$ cat src/rtl/instr_fetch_stage.sv
// Fetch stage and IF/ID pipeline register: owns the PC, runs one-outstanding valid/ready
// instruction fetches, and handles stalls, flushes and redirects. Optional counters: FETCH_PERF_CNT_EN.
module instr_fetch_stage #(
    parameter logic [31:0] RESET_PC = 32'h0000_0000
) (
    input  logic        clk,
    input  logic        reset,
    input  logic        PCSrcE,
    input  logic [31:0] PCTargetE,
    input  logic        StallD,
    input  logic        FlushD,
    output logic        ImemReqValid,
    input  logic        ImemReqReady,
    output logic [31:0] ImemAddr,
    input  logic        ImemRspValid,
    input  logic [31:0] ImemRspData,
    output logic [31:0] InstrD,
    output logic [31:0] PCD,
    output logic [31:0] PCPlus4D,
    output logic        ValidD
`ifdef FETCH_PERF_CNT_EN
    ,
    output logic [31:0] InstrCount,
    output logic [31:0] StallCount
`endif
);

    localparam int unsigned XLEN = 32;
    localparam logic [XLEN-1:0] NOP = 32'h0000_0013;
    localparam logic [XLEN-1:0] PC_STEP = XLEN'(4);

    typedef enum logic [1:0] {
        S_REQ,
        S_WAIT,
        S_HOLD
    } state_t;

    state_t          state;
    logic [XLEN-1:0] pcf;
    logic [XLEN-1:0] req_pc;
    logic [XLEN-1:0] hold_data;
    logic            drop;

    logic [XLEN-1:0] pc_target_c;
    logic            handshake_c;
    logic            load_c;
    logic [XLEN-1:0] load_data_c;

    // Redirect targets are always word aligned.
    assign pc_target_c  = PCTargetE & ~XLEN'(3);

    assign ImemReqValid = (state == S_REQ) && !PCSrcE && !reset;
    assign ImemAddr     = pcf;
    assign handshake_c  = ImemReqValid && ImemReqReady;

    // A word reaches IF/ID either straight from memory or from the hold buffer.
    assign load_c = !StallD && !PCSrcE &&
                    (((state == S_WAIT) && ImemRspValid && !drop) || (state == S_HOLD));
    assign load_data_c = (state == S_HOLD) ? hold_data : ImemRspData;

    // Request sequencer and PC.
    always_ff @(posedge clk) begin
        if (reset) begin
            state     <= S_REQ;
            pcf       <= RESET_PC;
            req_pc    <= '0;
            hold_data <= '0;
            drop      <= 1'b0;
        end else begin
            case (state)
                S_REQ: begin
                    if (PCSrcE) begin
                        pcf <= pc_target_c;
                    end else if (handshake_c) begin
                        req_pc <= pcf;
                        pcf    <= pcf + PC_STEP;
                        state  <= S_WAIT;
                    end
                end
                S_WAIT: begin
                    if (PCSrcE) begin
                        pcf <= pc_target_c;
                    end
                    if (ImemRspValid) begin
                        drop <= 1'b0;
                        if (drop || PCSrcE || !StallD) begin
                            state <= S_REQ;
                        end else begin
                            hold_data <= ImemRspData;
                            state     <= S_HOLD;
                        end
                    end else if (PCSrcE) begin
                        // Response still owed for the old path; squash it on arrival.
                        drop <= 1'b1;
                    end
                end
                S_HOLD: begin
                    if (PCSrcE) begin
                        pcf   <= pc_target_c;
                        state <= S_REQ;
                    end else if (!StallD) begin
                        state <= S_REQ;
                    end
                end
                default: state <= S_REQ;
            endcase
        end
    end

    // IF/ID register: flush beats stall beats load beats bubble.
    always_ff @(posedge clk) begin
        if (reset) begin
            ValidD   <= 1'b0;
            InstrD   <= NOP;
            PCD      <= '0;
            PCPlus4D <= '0;
        end else if (FlushD) begin
            ValidD <= 1'b0;
            InstrD <= NOP;
        end else if (!StallD) begin
            if (load_c) begin
                ValidD   <= 1'b1;
                InstrD   <= load_data_c;
                PCD      <= req_pc;
                PCPlus4D <= req_pc + PC_STEP;
            end else begin
                ValidD <= 1'b0;
                InstrD <= NOP;
            end
        end
    end

`ifdef FETCH_PERF_CNT_EN
    // Counts words that actually land in IF/ID and decode-stall cycles holding a real instruction.
    always_ff @(posedge clk) begin
        if (reset) begin
            InstrCount <= '0;
            StallCount <= '0;
        end else begin
            if (load_c && !FlushD) begin
                InstrCount <= InstrCount + XLEN'(1);
            end
            if (StallD && ValidD) begin
                StallCount <= StallCount + XLEN'(1);
            end
        end
    end
`endif

endmodule

$ cat config.mk
export PLATFORM = sky130hd
export DESIGN_NAME = instr_fetch_stage
export DESIGN_NICKNAME = d
export VERILOG_FILES = /design/src/rtl/instr_fetch_stage.sv
export SDC_FILE = /design/constraint.sdc
export NUM_CORES = 1
export LEC_CHECK = 0
export ABC_AREA = 1
export BUFFER_PORTS_ARGS = -buffer_cell sky130_fd_sc_hd__buf_2
export CAP_MARGIN = 20
export CORE_ASPECT_RATIO = 2
export CORE_UTILIZATION = 56
export CTS_BUF_LIST = sky130_fd_sc_hd__clkbuf_4 sky130_fd_sc_hd__clkbuf_8
export DETAILED_ROUTE_END_ITERATION = 7
export GPL_TIMING_DRIVEN = 0
export PLACE_DENSITY = 0.82
export SLEW_MARGIN = 10
export SYNTH_ARGS = -nofsm -noshare
export SYNTH_HDL_FRONTEND = slang
export SYNTH_SLANG_ARGS = --single-unit
$ cat constraint.sdc
create_clock -name clk -period 1.77 [get_ports clk]
set_input_delay 0.354 -clock clk [delete_from_list [all_inputs] [get_ports clk]]
set_output_delay 0.354 -clock clk [all_outputs]
set_load 0.05 [all_outputs]
==> results.cfg <==
[status]
status = finished with violations
violations = setup timing

[sta]
timing.final.crit_period_ps = 1840
rsz0062_at_grt = true
fin_crit_sh_pct = 104
final-hold-violation-count = 0
relSlewSlack_pct = 43.7
skew_ps = 18.2
max_freq_mhz = 544
worst_pin_slew_ps = 845
finalMaxSlewViolations = 0
finalSetupViolCount = 1
setup_slack_ps = -68.8

[drt]
wl_mm = 33.7
drt_iter0_markers = 580
wire_per_inst_um = 18.6
viasPerCell = 5.51
first_pass_iters = 5
final_antenna_net_count = 0
vias = 9954
drc = 0

[global_route]
grtUsageTotal_pct = 40.4
grt_pass1_wl_mm = 50.7
grt_pass1_vias = 9887
antenna_found_initial = 0
grt.overflow.total = 0
grt_max_degree = 17

[placement]
place_congestion = 1.01
io_buffer_count = 191
dp_hpwl_mm = 25.9
dp.cells = 1760

[power_and_ir_drop]
pwr-share-seq_pct = 38.7
p_leak_nw = 4.82
peakVddDrop_mv = 0.784
p_sw_w = 0.00674
p_total_w = 0.0144
power_frac_clock_pct = 18.8
internal_power_w = 0.00762
power_density_mw_per_mm2 = 1300
swShare_pct = 46.9
comb_power_share_pct = 42.5

[floorplanning]
start_util_pct = 57.2
coreArea_mm2 = 0.0158
ios = 201
rows = 65
dieArea_mm2 = 0.0167
die_x_um = 91.8
die_h_um = 182

[cts]
cts_max_level = 4
numCtsBuffers = 17
cts_tree = done
cts_buffer_depth = 2
cts_sinks = 188
ctsRootBufferMaster = clkbuf_8
cts.clk_slew.worst_paths_ps = 100
insertion_delay_ps = 510
ctsHoldBuffers = 0

[critical_path]
worst_ep_arrival_time_ps = 1480
crit_path_start_kind = flip-flop
timing.rr.start = state[0]$_SDFFE_PP0P_
required_ps = 1420
crit_path_end_kind = output pin
critPathMaxFanout = 3
critPathKind = reg -> out
startpoint = state[0]$_SDFFE_PP0P_

[cells_and_area]
final_common_cell = nand2_1
finish.utilization_pct = 70.1
antenna_cells = 0
nets = 1672
syn2layout_area_growth_pct = 22.6
final_cell_mix = nand2_1, buf_2, nor2_1, dfxtp_1, a21oi_1
drive_above_1_share_pct = 23.3
finalNonFillerCells = 1808

[yosys]
synth_top_area_share_pct = 41.7
yosysWarningCount = 0
synth_cell_types = 39
yosysTopAreaCell = dfxtp_1
synth_area_mm2 = 0.00902
synth_seq_cells = 188
ys_top_cells_by_area = dfxtp_1, nand2_1, nor2_1, a21oi_1, o21ai_0
avgSynthCellArea_um2 = 6.62
syn_inst = 1363
yosysSeqAreaShare_pct = 41.7

[run]
maxCapViolCount = 0

[min_path]
min_path_type = in -> reg
min_from = ImemRspData[0]
sequential cells by signal, summed over array words and instances, names as in the netlist, 2 cells and up:
signal	count
ImemAddr	30
req_pc	30
hold_data	32
InstrD	32
state	2
PCD	30
PCPlus4D	30
synthesized netlist by cell type, drive strengths merged:
library cell	count
nand2	449
nor2	204
dfxtp	188
a21oi	140
o21ai	109
inv	82
nand3	54
buf	40
clkbuf	34
xor2	9
nand3b	8
nand4	8
o21a	8
ha	7
nor3	4
o211ai	4
xnor2	4
a31oi	2
clkinv	2
o211a	2
o22ai	2
a211oi	1
conb	1
or2	1
layer usage:
metal | global-route usage (%) | vias up | share of wire (%)
met2 | 75.2 | 468 | 53
met4 | 39.6 | 0 | 10
met3 | 8.46 | 179 | 6.0
met5 | 0 | - | 0
li1 | - | 4809 | -
met1 | 33.9 | 4498 | 31
power by group through the flow:
stage          logic [W]  registers (W)  clock network [W]
2_1_floorplan    0.00270        0.00650                  0
3_3_place_gp     0.00534        0.00556                  0
3_5_place_dp     0.00540        0.00557                  0
4_1_cts          0.00561        0.00547            0.00267
5_1_grt          0.00654        0.00560            0.00285
6_report         0.00611        0.00556            0.00270
through the flow:
stage          setup slack [ps]  cell area, um2  hold WS, ps  setup TNS [ps]
6_report                  -68.8           11100         86.9           -68.8
5_1_grt                    -111           11100         98.1           -1820
4_1_cts                   -59.9           10800         83.3            -148
3_5_place_dp               -375           10300          453          -13880
3_3_place_gp               -350           10300          443          -11430
2_1_floorplan             -59.8            9070          453            -373
cell type report:
cell class,instances,area (um2)
multi-input combinational,1022,4740
fill,1462,4710
sequential,188,3790
timing repair buffer,207,1130
buffer,74,459
inverter,84,335
clock buffer,20,263
tap,201,251
clock inverter,12,91.3
path summary, 6_finish.rpt:
kind	end	slack (ps)	cells after the start
min	hold_data[0]$_SDFFE_PP0P_	90	3
min reg2reg	InstrD[5]$_SDFFE_PP0N_	460	2
max	ImemReqValid	-70	5
max reg2reg	PCD[18]$_SDFFE_PP0P_	20	11
worst max-delay path: stages, from the launching register on:
cell and delay (ps):
dfxtp_2 370, inv_4 90, ha_4 150, inv_4 40
nor3_4 150, buf_6 190
cell families (layout without fill, tap and decap cells):
| logic type | count (synthesis) | in the layout | synth area share, % |
|---|---|---|---|
| xor+xnor | 13 | 13 | 1.26 |
| compound gates | 268 | 268 | 15.5 |
| simple gates | 728 | 728 | 32.9 |
| fa+ha+maj | 7 | 7 | 0.971 |
| buf+inv | 158 | 397 | 7.54 |
| flops | 188 | 188 | 41.7 |
| other cells | 1 | 6 | 0.0416 |
repair_timing:
item / in CTS / in global routing
buffers inserted: 8 / 6
gates resized for setup: 31 / 80
pin swaps: 4 / 4
gates cloned: 0 / 2
endpoints found under the setup margin: 125 / 146
Power figures use the tool's default switching activity.
